[config.mk]
export PLATFORM = sky130hd
export DESIGN_NAME = mem_wb_stage_flat
export DESIGN_NICKNAME = d
export VERILOG_FILES = /design/src/rtl/pipe_pkg.sv /design/src/rtl/mem_wb_stage_if.sv /design/src/rtl/mem_wb_stage_skid_buffer.sv /design/src/rtl/mem_wb_stage.sv /design/src/flat_wrapper.sv
export SDC_FILE = /design/constraint.sdc
export NUM_CORES = 1
export LEC_CHECK = 0
export ABC_AREA = 0
export CAP_MARGIN = 25
export CORE_MARGIN = 4
export CORE_UTILIZATION = 30
export CTS_CLUSTER_DIAMETER = 60
export DETAILED_ROUTE_END_ITERATION = 12
export DONT_BUFFER_PORTS = 1
export SYNTH_ARGS = -nofsm -noshare
export SYNTH_HDL_FRONTEND = slang
export SYNTH_HIERARCHICAL = 1
export SYNTH_SLANG_ARGS = --single-unit
[constraint.sdc]
create_clock -name clock -period 2 [get_ports clock]
set_clock_uncertainty 0.05 [all_clocks]
set_input_delay 0.2 -clock clock [delete_from_list [all_inputs] [get_ports clock]]
set_output_delay 0.2 -clock clock [all_outputs]
set_load 0.02 [all_outputs]
[src/rtl/pipe_pkg.sv]
// Shared MEM/WB definitions: WB control bit positions, skid-buffer occupancy
// states and the packed payload width.
package pipe_pkg;

  localparam int unsigned CTRL_MEMTOREG = 0;
  localparam int unsigned CTRL_REGWRITE = 1;

  typedef enum logic [1:0] {
    SB_EMPTY,
    SB_ONE,
    SB_FULL
  } sb_state_t;

  function automatic int unsigned payload_w(int unsigned data_w, int unsigned reg_w,
                                            int unsigned ctrl_w);
    return 2 * data_w + reg_w + ctrl_w;
  endfunction

endpackage

[src/rtl/mem_wb_stage_if.sv]
// MEM/WB handshake bundle: upstream valid/ready with payload, downstream valid/ready with payload.
interface mem_wb_stage_if #(
  parameter int unsigned DATA_W = 32,
  parameter int unsigned REG_W  = 5,
  parameter int unsigned CTRL_W = 2
) ();

  logic              in_valid;
  logic              in_ready;
  logic [DATA_W-1:0] in_mem_data;
  logic [DATA_W-1:0] in_alu_result;
  logic [REG_W-1:0]  in_reg_dest;
  logic [CTRL_W-1:0] in_ctrl;

  logic              out_valid;
  logic              out_ready;
  logic [DATA_W-1:0] out_mem_data;
  logic [DATA_W-1:0] out_alu_result;
  logic [REG_W-1:0]  out_reg_dest;
  logic [CTRL_W-1:0] out_ctrl;

  // Memory stage and WB port side
  modport master (
    output in_valid, in_mem_data, in_alu_result, in_reg_dest, in_ctrl, out_ready,
    input  in_ready, out_valid, out_mem_data, out_alu_result, out_reg_dest, out_ctrl
  );

  // Pipeline stage side
  modport slave (
    input  in_valid, in_mem_data, in_alu_result, in_reg_dest, in_ctrl, out_ready,
    output in_ready, out_valid, out_mem_data, out_alu_result, out_reg_dest, out_ctrl
  );

endinterface

[src/rtl/mem_wb_stage_skid_buffer.sv]
// Generic 2-entry valid/ready skid buffer with synchronous flush.
// out_valid, in_ready and out_data are all registered.
module skid_buffer
  import pipe_pkg::*;
#(
  parameter int unsigned W = 8
) (
  input  logic         clock,
  input  logic         reset_n,
  input  logic         flush,
  input  logic         in_valid,
  output logic         in_ready,
  input  logic [W-1:0] in_data,
  output logic         out_valid,
  input  logic         out_ready,
  output logic [W-1:0] out_data
);

  sb_state_t    state;
  logic [W-1:0] skid_q;
  logic         in_xfer;
  logic         out_xfer;

  assign in_xfer  = in_valid & in_ready;
  assign out_xfer = out_valid & out_ready;

  always_ff @(posedge clock or negedge reset_n) begin
    if (!reset_n) begin
      state     <= SB_EMPTY;
      out_valid <= 1'b0;
      in_ready  <= 1'b1;
      out_data  <= '0;
      skid_q    <= '0;
    end else if (flush) begin
      // Payload registers are left stale; only occupancy is cleared.
      state     <= SB_EMPTY;
      out_valid <= 1'b0;
      in_ready  <= 1'b1;
    end else begin
      case (state)
        SB_EMPTY: begin
          if (in_xfer) begin
            out_data  <= in_data;
            out_valid <= 1'b1;
            state     <= SB_ONE;
          end
        end
        SB_ONE: begin
          if (in_xfer && out_xfer) begin
            out_data <= in_data;
          end else if (out_xfer) begin
            out_valid <= 1'b0;
            state     <= SB_EMPTY;
          end else if (in_xfer) begin
            skid_q   <= in_data;
            in_ready <= 1'b0;
            state    <= SB_FULL;
          end
        end
        SB_FULL: begin
          if (out_xfer) begin
            out_data <= skid_q;
            in_ready <= 1'b1;
            state    <= SB_ONE;
          end
        end
        default: begin
          out_valid <= 1'b0;
          in_ready  <= 1'b1;
          state     <= SB_EMPTY;
        end
      endcase
    end
  end

endmodule

[src/rtl/mem_wb_stage.sv]
// MEM/WB pipeline stage: packs the WB payload through a skid buffer, masks WB
// control on bubbles and counts stalled output cycles (saturating).
module mem_wb_stage
  import pipe_pkg::*;
#(
  parameter int unsigned DATA_W = 32,
  parameter int unsigned REG_W  = 5,
  parameter int unsigned CTRL_W = 2,
  parameter int unsigned CNT_W  = 16
) (
  input  logic             clock,
  input  logic             reset_n,
  input  logic             flush,
  mem_wb_stage_if.slave    bus,
  output logic [CNT_W-1:0] stall_cycles
);

  localparam int unsigned PW = payload_w(DATA_W, REG_W, CTRL_W);

  logic [PW-1:0]     in_payload;
  logic [PW-1:0]     out_payload;
  logic [CTRL_W-1:0] held_ctrl;

  assign in_payload = {bus.in_mem_data, bus.in_alu_result, bus.in_reg_dest, bus.in_ctrl};

  skid_buffer #(.W(PW)) u_skid (
    .clock     (clock),
    .reset_n   (reset_n),
    .flush     (flush),
    .in_valid  (bus.in_valid),
    .in_ready  (bus.in_ready),
    .in_data   (in_payload),
    .out_valid (bus.out_valid),
    .out_ready (bus.out_ready),
    .out_data  (out_payload)
  );

  assign {bus.out_mem_data, bus.out_alu_result, bus.out_reg_dest, held_ctrl} = out_payload;
  assign bus.out_ctrl = bus.out_valid ? held_ctrl : '0;

  always_ff @(posedge clock or negedge reset_n) begin
    if (!reset_n) begin
      stall_cycles <= '0;
    end else if (bus.out_valid && !bus.out_ready && (stall_cycles != '1)) begin
      stall_cycles <= stall_cycles + CNT_W'(1);
    end
  end

endmodule

[src/flat_wrapper.sv]
// flat-port wrapper written by rule: the top's interface ports become plain ports
module mem_wb_stage_flat import pipe_pkg::*;
#(
  parameter int unsigned DATA_W = 32,
  parameter int unsigned REG_W  = 5,
  parameter int unsigned CTRL_W = 2,
  parameter int unsigned CNT_W  = 16
)
  (clock, reset_n, flush, stall_cycles, bus_in_valid, bus_in_mem_data, bus_in_alu_result, bus_in_reg_dest, bus_in_ctrl, bus_out_ready, bus_in_ready, bus_out_valid, bus_out_mem_data, bus_out_alu_result, bus_out_reg_dest, bus_out_ctrl);
  mem_wb_stage_if #(.DATA_W(DATA_W), .REG_W(REG_W), .CTRL_W(CTRL_W)) bus_i ();
  input  logic clock;
  input  logic reset_n;
  input  logic flush;
  output logic [CNT_W-1:0] stall_cycles;
  input wire logic [$bits(bus_i.in_valid)-1:0] bus_in_valid;
  input wire logic [$bits(bus_i.in_mem_data)-1:0] bus_in_mem_data;
  input wire logic [$bits(bus_i.in_alu_result)-1:0] bus_in_alu_result;
  input wire logic [$bits(bus_i.in_reg_dest)-1:0] bus_in_reg_dest;
  input wire logic [$bits(bus_i.in_ctrl)-1:0] bus_in_ctrl;
  input wire logic [$bits(bus_i.out_ready)-1:0] bus_out_ready;
  output wire logic [$bits(bus_i.in_ready)-1:0] bus_in_ready;
  output wire logic [$bits(bus_i.out_valid)-1:0] bus_out_valid;
  output wire logic [$bits(bus_i.out_mem_data)-1:0] bus_out_mem_data;
  output wire logic [$bits(bus_i.out_alu_result)-1:0] bus_out_alu_result;
  output wire logic [$bits(bus_i.out_reg_dest)-1:0] bus_out_reg_dest;
  output wire logic [$bits(bus_i.out_ctrl)-1:0] bus_out_ctrl;
  assign bus_i.in_valid = bus_in_valid;
  assign bus_i.in_mem_data = bus_in_mem_data;
  assign bus_i.in_alu_result = bus_in_alu_result;
  assign bus_i.in_reg_dest = bus_in_reg_dest;
  assign bus_i.in_ctrl = bus_in_ctrl;
  assign bus_i.out_ready = bus_out_ready;
  assign bus_in_ready = bus_i.in_ready;
  assign bus_out_valid = bus_i.out_valid;
  assign bus_out_mem_data = bus_i.out_mem_data;
  assign bus_out_alu_result = bus_i.out_alu_result;
  assign bus_out_reg_dest = bus_i.out_reg_dest;
  assign bus_out_ctrl = bus_i.out_ctrl;
  mem_wb_stage #(.DATA_W(DATA_W), .REG_W(REG_W), .CTRL_W(CTRL_W), .CNT_W(CNT_W)) u_core (.clock(clock), .reset_n(reset_n), .flush(flush), .bus(bus_i), .stall_cycles(stall_cycles));
endmodule
==> summary.txt, run 1 <==
Global routing
  • Grt ovf: 0
  • GRT Total Usage: 12.4%
  • Initial antenna violation count: 2
  • First-pass GRT wire length: 26.4 mm
  • Vias in the first global route: just under 5000
  • Largest net degree at the start of global routing: ~160

Synthesis
  • Largest cells by area after synthesis: dfrtp_1, mux2_4, mux2i_1
  • Most numerous cell in the Yosys netlist: dfrtp_1
  • Post-Synthesis Cells: 561
  • Yosys cell types: 43
  • Commonest cells in the synthesized netlist: dfrtp_1, nor2_1, a21oi_1, mux2_4, mux2i_1
  • Largest area contributor in the netlist: dfrtp_1
  • Net Count, Synth: about 640
  • Synthesized area: 7220 um^2
  • EDFF count, synth: 0
  • Yosys top cell area share: 55.8%
  • Synth warn: 6
  • Synthesized flop and latch total: 162
  • Dominant synthesized flop cell: dfrtp_1
  • Sequential cell area fraction in the yosys report: between 50% and 60%
  • Mean Syn Cell Area: 12.9 um^2
  • Async S/R FF share, synth: 100%

Floorplanning
  • Die area: 26600 um^2
  • Floorplan die width: approximately 160 um
  • Area of the core: 23500 um^2
  • Rows: 56
  • I/O pin cnt: 165
  • Starting Density: 30.7%
  • Die height: 163 um

Placement
  • Pre-CTS setup slack: 207 ps
  • IO Port Bufs: 0
  • GP Congestion: between 0.7 and 0.8
  • Post-DP HPWL: 9.55 mm

Clock tree
  • CTS clk-pin slew, worst paths: ~70 ps
  • CTS tree: done
  • Root buffer cell: clkbuf_16
  • TritonCTS buffer count: 17
  • # Post-CTS Setup Buffers: 0
  • CTS Hold Buffers Added: 75
  • Clock tree buffer depth: 2
  • Post-CTS sizing: 0
  • Clock sinks: 162
  • # H-tree levels: 4
  • Clk_lat worst skew: 410 ps

Power and ir drop
  • Leak Pwr: slightly below 4 nW
  • Total Power: between 10 and 15 mW
  • Cell Pwr Density: 1410 nW/um^2
  • Worst ir drop on vdd: 0.000611 V

Route
  • Post-route ant nets: 0
  • Avg WL per Cell: 16.3 um
  • Final wirelength: ~16 mm
  • Via count: 4483
  • DRC errors left: 0
  • Vias per inst: approximately 4.6
  • First drt pass iteration count: 4
  • Drt first-iter violations: between 200 and 250

Critical path
  • Crit Path Max Fanout: 46
  • Worst EP required: 2250 ps
  • CP Capture Type: flop
  • Startpoint types: flop
  • Worst-path cell chain: nand4bb_1 > a211o_4 > buf_12 > mux2_4
  • Critical-path top delay cell: dfrtp_1
  • Max incr delay on CP: roughly 430 ps
  • WS Path Type: reg2reg
  • Critical path arrival: ~2100 ps

Cells and area
  • Area Overhead vs Synth: 25.2%
  • Layout cells sized above 1: around a fifth
  • Final nets: 728

STA
  • RSZ-0062 raised after global routing: no
  • TNS Setup: 0 ps
  • Final WS setup: about 180 ps
  • Count of pins over their slew limit: 0
  • Final Hold Slack: -570 ps
  • Final setup fails: 0
  • Tightest Pin Transition: 498 ps
  • Fmax: 0.550 GHz
  • Final number of hold-violating endpoints: 162
  • Slew margin rel.: between 60% and 70%
  • Final period util: 90.9%
  • Crit path time final: 1820 ps

Worst hold path
  • Hold crit path type: in2async

Run status
  • Outcome: finished with violations
  • Failing checks: negative hold slack

Flow run
  • Max Cap Viol: 0
[layout by cell type, fill, tap and decap left out, drive strengths merged, types with 2 or more instances in the layout]
master,n
and2,2
diode,2
nor2,81
mux2i,71
o21ai,5
nand3,3
dlygate4sd3,75
a21oi,73
nand2,8
dfrtp,161
xnor2,2
buf,27
inv,4
nor3,6
o22ai,2
clkinv,7
clkbuf,23
nor2b,3
xor2,11
mux2,73
nand4,7
[worst paths after layout]
kind                       depth (start not counted)  slack (ps)                       end                      from
hold reg to reg                                    1         460  u_core/u_skid/skid_q[57]  u_core/u_skid/skid_q[57]
max in group asynchronous                          0        2180    u_core/u_skid/in_ready                   reset_n
setup / recovery                                   4         180  u_core/u_skid/skid_q[27]    u_core/u_skid/state[1]
setup reg to reg                                   4         180  u_core/u_skid/skid_q[27]    u_core/u_skid/state[1]
hold / removal                                     0        -570   u_core/stall_cycles[12]                   reset_n
min in group clock                                 3          80    u_core/stall_cycles[4]             bus_out_ready
[state kept, by name, indices dropped and copies added, names as in the netlist]
name	flops
u_core/u_skid/out_valid	1
u_core/stall_cycles	16
u_core/u_skid/skid_q	71
u_core/u_skid/in_ready	1
u_core/u_skid/out_data	71
u_core/u_skid/state	2
[power by group]
| part | internal, mW | switching, mW |
|---|---|---|
| clock | 1.84 | 1.34 |
| sequential | 4.76 | 1.87 |
| combinational | 1.76 | 1.14 |
[stage by stage]
stage	area [um^2]	cells	utilization, %
after floorplan	7220	561	-
after global placement	7710	876	32.7
after detailed placement	7710	876	32.7
after CTS	9030	983	38.4
after global routing	9030	985	38.4
final	9030	985	38.4
[critical path: cells and delay by family, from the launching register on]
family          cells  cell delay (ps)
flops               1              430
mux                 1              350
simple gates        1              250
compound gates      1              360
buf+inv             1              200
[cell families after synthesis]
kind of cell	Yosys count	share of synthesized area (%)
DFF	162	56.2
and+or+nand+nor	118	7.45
muxes	144	24.9
xor gates and xnor gates	13	1.58
AOI/OAI and AO/OA	88	6.80
buffers and inverters	35	2.89
adders and majority gates	1	0.173
[routing by layer]
metal | part of all wire, % | track usage, % | routed length (um) | vias up
li1 | - | - | - | 2147
met5 | 0 | 0 | 0 | -
met1 | 45 | 15.8 | 7290 | 2220
met2 | 47 | 19.7 | 7470 | 109
met4 | 0.74 | 3.55 | 118 | 0
met3 | 7.2 | 4.87 | 1160 | 7
[final cells by class]
class | instances | area, um^2
multi-input combinational | 364 | 2980
antenna | 2 | 5.00
inverter | 4 | 15.0
tap | 319 | 399
clock inverter | 9 | 80.1
fill | 2298 | 14500
clock buffer | 23 | 488
sequential | 162 | 4060
timing repair buffer | 102 | 1020
(Power assumes the default switching activity.)
==> inputs of run 2 (changes only) <==
--- a/config.mk
+++ b/config.mk
@@ -7,11 +7,14 @@
 export LEC_CHECK = 0
 export ABC_AREA = 0
 export CAP_MARGIN = 25
+export CELL_PAD_IN_SITES_DETAIL_PLACEMENT = 1
+export CELL_PAD_IN_SITES_GLOBAL_PLACEMENT = 1
 export CORE_MARGIN = 4
 export CORE_UTILIZATION = 30
 export CTS_CLUSTER_DIAMETER = 60
 export DETAILED_ROUTE_END_ITERATION = 12
 export DONT_BUFFER_PORTS = 1
+export PLACE_DENSITY = 0.58
 export SYNTH_ARGS = -nofsm -noshare
 export SYNTH_HDL_FRONTEND = slang
 export SYNTH_HIERARCHICAL = 1
==> constraint.sdc (replaced) <==
create_clock -name clock -period 1.5 [get_ports clock]
set_clock_uncertainty 0.05 [all_clocks]
set_input_delay 0.15 -clock clock [delete_from_list [all_inputs] [get_ports clock]]
set_output_delay 0.15 -clock clock [all_outputs]
set_load 0.02 [all_outputs]
==> run 2 against run 1 <==
Effect of this change: the flow finishes with violations (negative hold slack, negative setup slack); routed wire length increased by 28%; critical path depth increased by 3; combinational power increased by 94%; die area unchanged; critical endpoint is now u_core/u_skid/out_data[31].
==> summary.txt, run 2 (same netlist as run 1, synthesis figures left out) <==
Power and ir drop
  • Worst ir drop on vdd: 0.000763 V
  • Register share of total power: 47.8%
  • Leak Pwr: 4.54 nW
  • Cell Pwr Density: 1810 nW/um^2
  • NetSw: 6.87 mW
  • P_int: 12.3 mW
  • Comb pwr share: 29.3%
  • Switching Fraction: 35.8%
  • Total Power: 19.2 mW
  • Clock Power Share: a little under a quarter

Critical path
  • Startpoint types: flop
  • Crit Path Max Fanout: 32
  • Critical-path top delay cell: dfrtp_1
  • CP Capture Type: flop
  • WS Path Type: reg2reg
  • Max incr delay on CP: 370 ps
  • Worst path most repeated cell: buf_4
  • Worst EP required: 1740 ps
  • Critical path arrival: 2010 ps
  • Worst-path cell chain: buf_4 > inv_1 > nor2_4 > buf_4 > buf_12 > mux2i_1 > a21oi_2

Floorplanning
  • Starting Density: about 31%
  • Die area: 26600 um^2
  • Die height: roughly 160 um
  • Floorplan die width: 163 um
  • Rows: 56
  • I/O pin cnt: 165
  • Area of the core: around 24000 um^2

STA
  • Final setup fails: 154
  • Tightest Pin Transition: 352 ps
  • Final number of hold-violating endpoints: ~160
  • Fmax: 0.564 GHz
  • Crit path time final: 1770 ps
  • Final Hold Slack: -631 ps
  • Count of pins over their slew limit: 0
  • Slew margin rel.: about 77%
  • Final WS setup: -272 ps
  • RSZ-0062 raised after global routing: yes
  • Final period util: 118%

Placement
  • Pre-CTS setup slack: -270 ps
  • IO Port Bufs: 0
  • Post-DP HPWL: approximately 12 mm
  • Cells after DPL: 917
  • GP Congestion: 0.743
  • Area after DPL: about 8400 um^2

Route
  • Final wirelength: 20.5 mm
  • Via count: approximately 5100
  • Met3 routed WL: around 1.4 mm
  • Metal2 WL: 10.5 mm
  • Drt first-iter violations: 155
  • Highest metal used: met4
  • Vias per inst: 4.82
  • Avg WL per Cell: 19.5 um
  • DRT met1 WL: 8.29 mm
  • DRC errors left: 0
  • Post-route ant nets: 0
  • First drt pass iteration count: 5

Clock tree
  • CTS clk-pin slew, worst paths: 70 ps
  • # H-tree levels: 4
  • TritonCTS buffer count: 17
  • Clock sinks: 162
  • Clock tree buffer depth: 2
  • CTS tree: done
  • CTS Hold Buffers Added: 74
  • Clk_lat worst skew: 420 ps
  • Root buffer cell: clkbuf_16

Cells and area
  • Biggest regs: u_core/u_skid/out_data x71, u_core/u_skid/skid_q x71, u_core/stall_cycles x16
  • Multi-input gate area: 3650 um^2
  • Most common cell after layout, fill and taps aside: dfrtp_1
  • Layout cells sized above 1: 47.7%
  • Fillers: 2425
  • Sequential cell area: between 4000 and 5000 um^2
  • Post-route insts no fill: 1052
  • Area Overhead vs Synth: 47.3%
  • Finished Cell Area: approximately 11000 um^2
  • Most frequent cells in the layout: dfrtp_1, dlygate4sd3_1, mux2_4, mux2i_1, a21oi_2
  • Post-route core utilization: 45.2%
  • Final nets: 796

Global routing
  • Initial antenna violation count: 1
  • First-pass GRT wire length: 32.3 mm
  • Vias in the first global route: 5963
  • Largest net degree at the start of global routing: 163
  • GRT Total Usage: 15.3%
  • Grt ovf: 0

Run status
  • Outcome: finished with violations
  • Failing checks: negative hold slack, negative setup slack

Flow run
  • Max Cap Viol: 0

Worst hold path
  • Hold crit path type: in2async
-- run 2: cell types whose count changed in the layout (fill, tap and decap cells not counted), moves of 14 or more --
cell,previous run,this run
buf_4,22,50
buf_6,0,15
nor2_4,1,33
nor2_1,80,34
nor2_2,0,14
a21oi_2,0,67
a21oi_1,73,6
-- run 2: layout make-up --
type	count	share of cell area, %
antenna	1	0.0235
inverter	4	0.141
multi-input combinational	364	34.3
tap	319	3.75
clock inverter	10	1.15
sequential	162	38.2
clock buffer	22	4.36
timing repair buffer	170	18.0
-- run 2: power by group through the flow --
stage | Clock [mW] | Sequential [mW] | Combinational (mW)
3_5_place_dp | 0 | 9.01 | 4.47
5_1_grt | 4.77 | 9.46 | 6.07
3_3_place_gp | 0 | 8.94 | 4.24
2_1_floorplan | 0 | 8.61 | 3.49
6_report | 4.40 | 9.18 | 5.62
4_1_cts | 4.55 | 9.07 | 5.35
-- run 2: worst paths after layout --
| kind | startpoint | endpoint | slack, ps | cells past startpoint |
|---|---|---|---|---|
| worst min-delay path | reset_n | u_core/u_skid/out_data[21] | -630 | 0 |
| max in group asynchronous | reset_n | u_core/u_skid/in_ready | 1770 | 0 |
| worst max-delay path | u_core/u_skid/state[1] | u_core/u_skid/out_data[31] | -270 | 7 |
| min in group clock | bus_in_valid | u_core/u_skid/state[0] | 110 | 4 |
| worst min register to register | u_core/u_skid/skid_q[53] | u_core/u_skid/skid_q[53] | 470 | 1 |
| worst max register to register | u_core/u_skid/state[1] | u_core/u_skid/out_data[31] | -270 | 7 |
-- run 2: what timing repair did --
item,in CTS,in global routing
gates resized for setup,99,56
gates cloned,6,3
pin swaps,18,7
setup buffers,14,6
endpoints found under the hold margin,310,162
setup endpoints to repair,157,161
-- run 2: metal layers --
layer | GRT usage, % | vias to the layer above
met5 | 0 | -
met1 | 17.8 | 2635
met2 | 27.0 | 122
met3 | 5.00 | 22
met4 | 4.73 | 0
li1 | - | 2288
-- run 2: through the flow --
stage | hold WS [ps] | setup TNS (ps)
floorplan | -196 | -27540
global placement | -190 | -25610
detailed placement | -191 | -28350
CTS | -652 | -28760
global route | -666 | -44020
finish | -631 | -32270
-- run 2: critical path: cells and delay by family (launching register included) --
kind / cells / cell delay (ps)
compound gates: 1 / 100
simple gates: 1 / 150
buf+inv: 4 / 590
flops: 1 / 370
mux: 1 / 340
==> inputs of run 3 (changes only) <==
--- a/config.mk
+++ b/config.mk
@@ -10,11 +10,11 @@
 export CELL_PAD_IN_SITES_DETAIL_PLACEMENT = 1
 export CELL_PAD_IN_SITES_GLOBAL_PLACEMENT = 1
 export CORE_MARGIN = 4
-export CORE_UTILIZATION = 30
+export CORE_UTILIZATION = 50
 export CTS_CLUSTER_DIAMETER = 60
 export DETAILED_ROUTE_END_ITERATION = 12
 export DONT_BUFFER_PORTS = 1
-export PLACE_DENSITY = 0.58
+export PLACE_DENSITY = 0.82
 export SYNTH_ARGS = -nofsm -noshare
 export SYNTH_HDL_FRONTEND = slang
 export SYNTH_HIERARCHICAL = 1
==> constraint.sdc (replaced) <==
create_clock -name clock -period 2.02 [get_ports clock]
set_clock_uncertainty 0.05 [all_clocks]
set_input_delay 0.202 -clock clock [delete_from_list [all_inputs] [get_ports clock]]
set_output_delay 0.202 -clock clock [all_outputs]
set_load 0.02 [all_outputs]
==> run 3 against run 2 <==
Effect of this change: the run ends with negative hold slack left; utilization grew 18 points; clock-buffer cell count is the same; critical path type unchanged; sequential share of layout area grew 7.6 points; sequential cell count is the same; clock power shrank 30%; cell area shrank 17%; largest power group unchanged; cell count shrank 20%.
==> summary.txt, run 3 (same netlist as run 1, synthesis figures left out) <==
Route
  • Drt first-iter violations: 271
  • Vias per inst: 5.69
  • Final wirelength: 19.2 mm
  • DRC errors left: 0
  • First drt pass iteration count: 4
  • Post-route ant nets: 0
  • Via count: 4788
  • Avg WL per Cell: 22.9 um

STA
  • Fmax: 0.518 GHz
  • TNS Setup: 0 ps
  • Final WS setup: around 90 ps
  • Final number of hold-violating endpoints: 162
  • RSZ-0062 raised after global routing: no
  • Tightest Pin Transition: approximately 440 ps
  • Count of pins over their slew limit: 0
  • Slew margin rel.: a little over two thirds
  • Final setup fails: 0
  • Crit path time final: 1930 ps
  • Final Hold Slack: -571 ps
  • Final period util: 95.5%

Cells and area
  • Final nets: 726
  • Post-route insts no fill: 841
  • Layout cells sized above 1: 20.6%
  • Biggest regs: u_core/u_skid/out_data x71, u_core/u_skid/skid_q x71, u_core/stall_cycles x16
  • Post-route core utilization: 63.2%
  • Most common cell after layout, fill and taps aside: dfrtp_1
  • Most frequent cells in the layout: dfrtp_1, nor2_1, dlygate4sd3_1, a21oi_1
  • Finished Cell Area: 8840 um^2
  • Ant. Diodes: 0
  • Area Overhead vs Synth: 22.5%
  • Fillers: 1364

Critical path
  • Startpoint types: flop
  • Top Family by Delay on Critical Path: flip-flops
  • WS Path Type: reg2reg
  • Worst Path Buf+Inv: 1
  • Worst EP required: 2270 ps
  • CP Capture Type: flop
  • Critical-path top delay cell: dfrtp_1
  • Critical path arrival: 2180 ps
  • Worst-path cell chain: nand4bb_1 > a211o_4 > buf_12 > mux2_4
  • Crit Path Max Fanout: 37
  • Max incr delay on CP: roughly 440 ps
  • R2r startpoint: u_core/u_skid/state[1]
  • Worst Setup SP: u_core/u_skid/state[1]

Flow run
  • Max Cap Viol: 0

Global routing
  • First-pass GRT wire length: 31.2 mm
  • Initial antenna violation count: 0
  • Grt ovf: 0
  • Largest net degree at the start of global routing: 163
  • Vias in the first global route: 5653
  • GRT Total Usage: 24.3%

Placement
  • IO Port Bufs: 0
  • Pre-CTS setup slack: 147 ps
  • GP Congestion: 0.759
  • Cells after DPL: 736
  • Area after DPL: 7540 um^2
  • Post-DP HPWL: 11.1 mm

Floorplanning
  • Area of the core: 14000 um^2
  • Die height: about 130 um
  • Starting Density: 51.6%
  • Die area: 16400 um^2
  • Floorplan die width: 128 um
  • Rows: 43
  • I/O pin cnt: 165

Clock tree
  • Root buffer cell: clkbuf_16
  • # H-tree levels: 4
  • TritonCTS buffer count: 17
  • Clock tree buffer depth: 2
  • # Post-CTS Setup Buffers: 0
  • CTS Hold Buffers Added: 74
  • CTS clk-pin slew, worst paths: 60 ps
  • CTS tree: done
  • Clock sinks: roughly 160
  • Clk_lat worst skew: 420 ps

Power and ir drop
  • Leak Pwr: approximately 3.9 nW
  • Total Power: 12.8 mW
  • Worst ir drop on vdd: 0.000785 V
  • Switching Fraction: 35.8%
  • Comb pwr share: 23.7%
  • P_int: 8.23 mW
  • Cell Pwr Density: between 1000 and 1500 nW/um^2
  • Register share of total power: 52.4%
  • NetSw: 4.59 mW
  • Clock Power Share: 23.9%

Worst hold path
  • Hold crit path type: in2async

Run status
  • Failing checks: negative hold slack
  • Outcome: finished with violations
==> run 3: worst reg2reg max path, delay by kind of cell, from the launching register on <==
| family | cells | cell delay (ps) |
|---|---|---|
| DFF | 1 | 440 |
| AOI/OAI and AO/OA | 1 | 400 |
| muxes | 1 | 380 |
| and+or+nand+nor | 1 | 340 |
| buffers and inverters | 1 | 200 |
==> run 3: timing repair <==
action	in CTS	in global routing
endpoints found under the setup margin	0	7
resized for setup	0	2
endpoints found under the hold margin	305	162
==> run 3: path summary, 6_finish.rpt <==
path,end,slack (ps),depth (start not counted)
min in group clock,u_core/u_skid/out_data[32],0,2
hold / removal,u_core/stall_cycles[3],-570,0
setup reg to reg,u_core/u_skid/skid_q[4],90,4
setup / recovery,u_core/u_skid/skid_q[4],90,4
max in group asynchronous,u_core/u_skid/in_ready,2280,0
hold reg to reg,u_core/u_skid/skid_q[63],460,1
==> run 3: area by class of cell <==
type	instances	area (um^2)	share of cell area (%)
Sequential cell	162	4060	45.9
Inverter	4	15.0	0.170
Clock buffer	22	474	5.36
Multi-Input combinational cell	364	2980	33.6
Clock inverter	9	82.6	0.934
Tap cell	180	225	2.55
Timing Repair Buffer	100	1010	11.5
==> run 3: per-layer routing <==
metal	global-route usage, %	vias up	wire length (um)
li1	-	2142	-
met1	28.6	2448	7430
met2	42.5	156	10100
met3	6.29	42	1120
met4	9.49	0	558
met5	0	-	0
==> run 3: power groups by stage <==
stage	registers, mW	clock network (mW)	logic (mW)
after detailed placement	6.68	0	2.80
after floorplan	6.37	0	2.22
after global placement	6.60	0	2.60
after CTS	6.68	3.09	2.97
after global routing	6.89	3.30	3.30
final	6.72	3.07	3.04
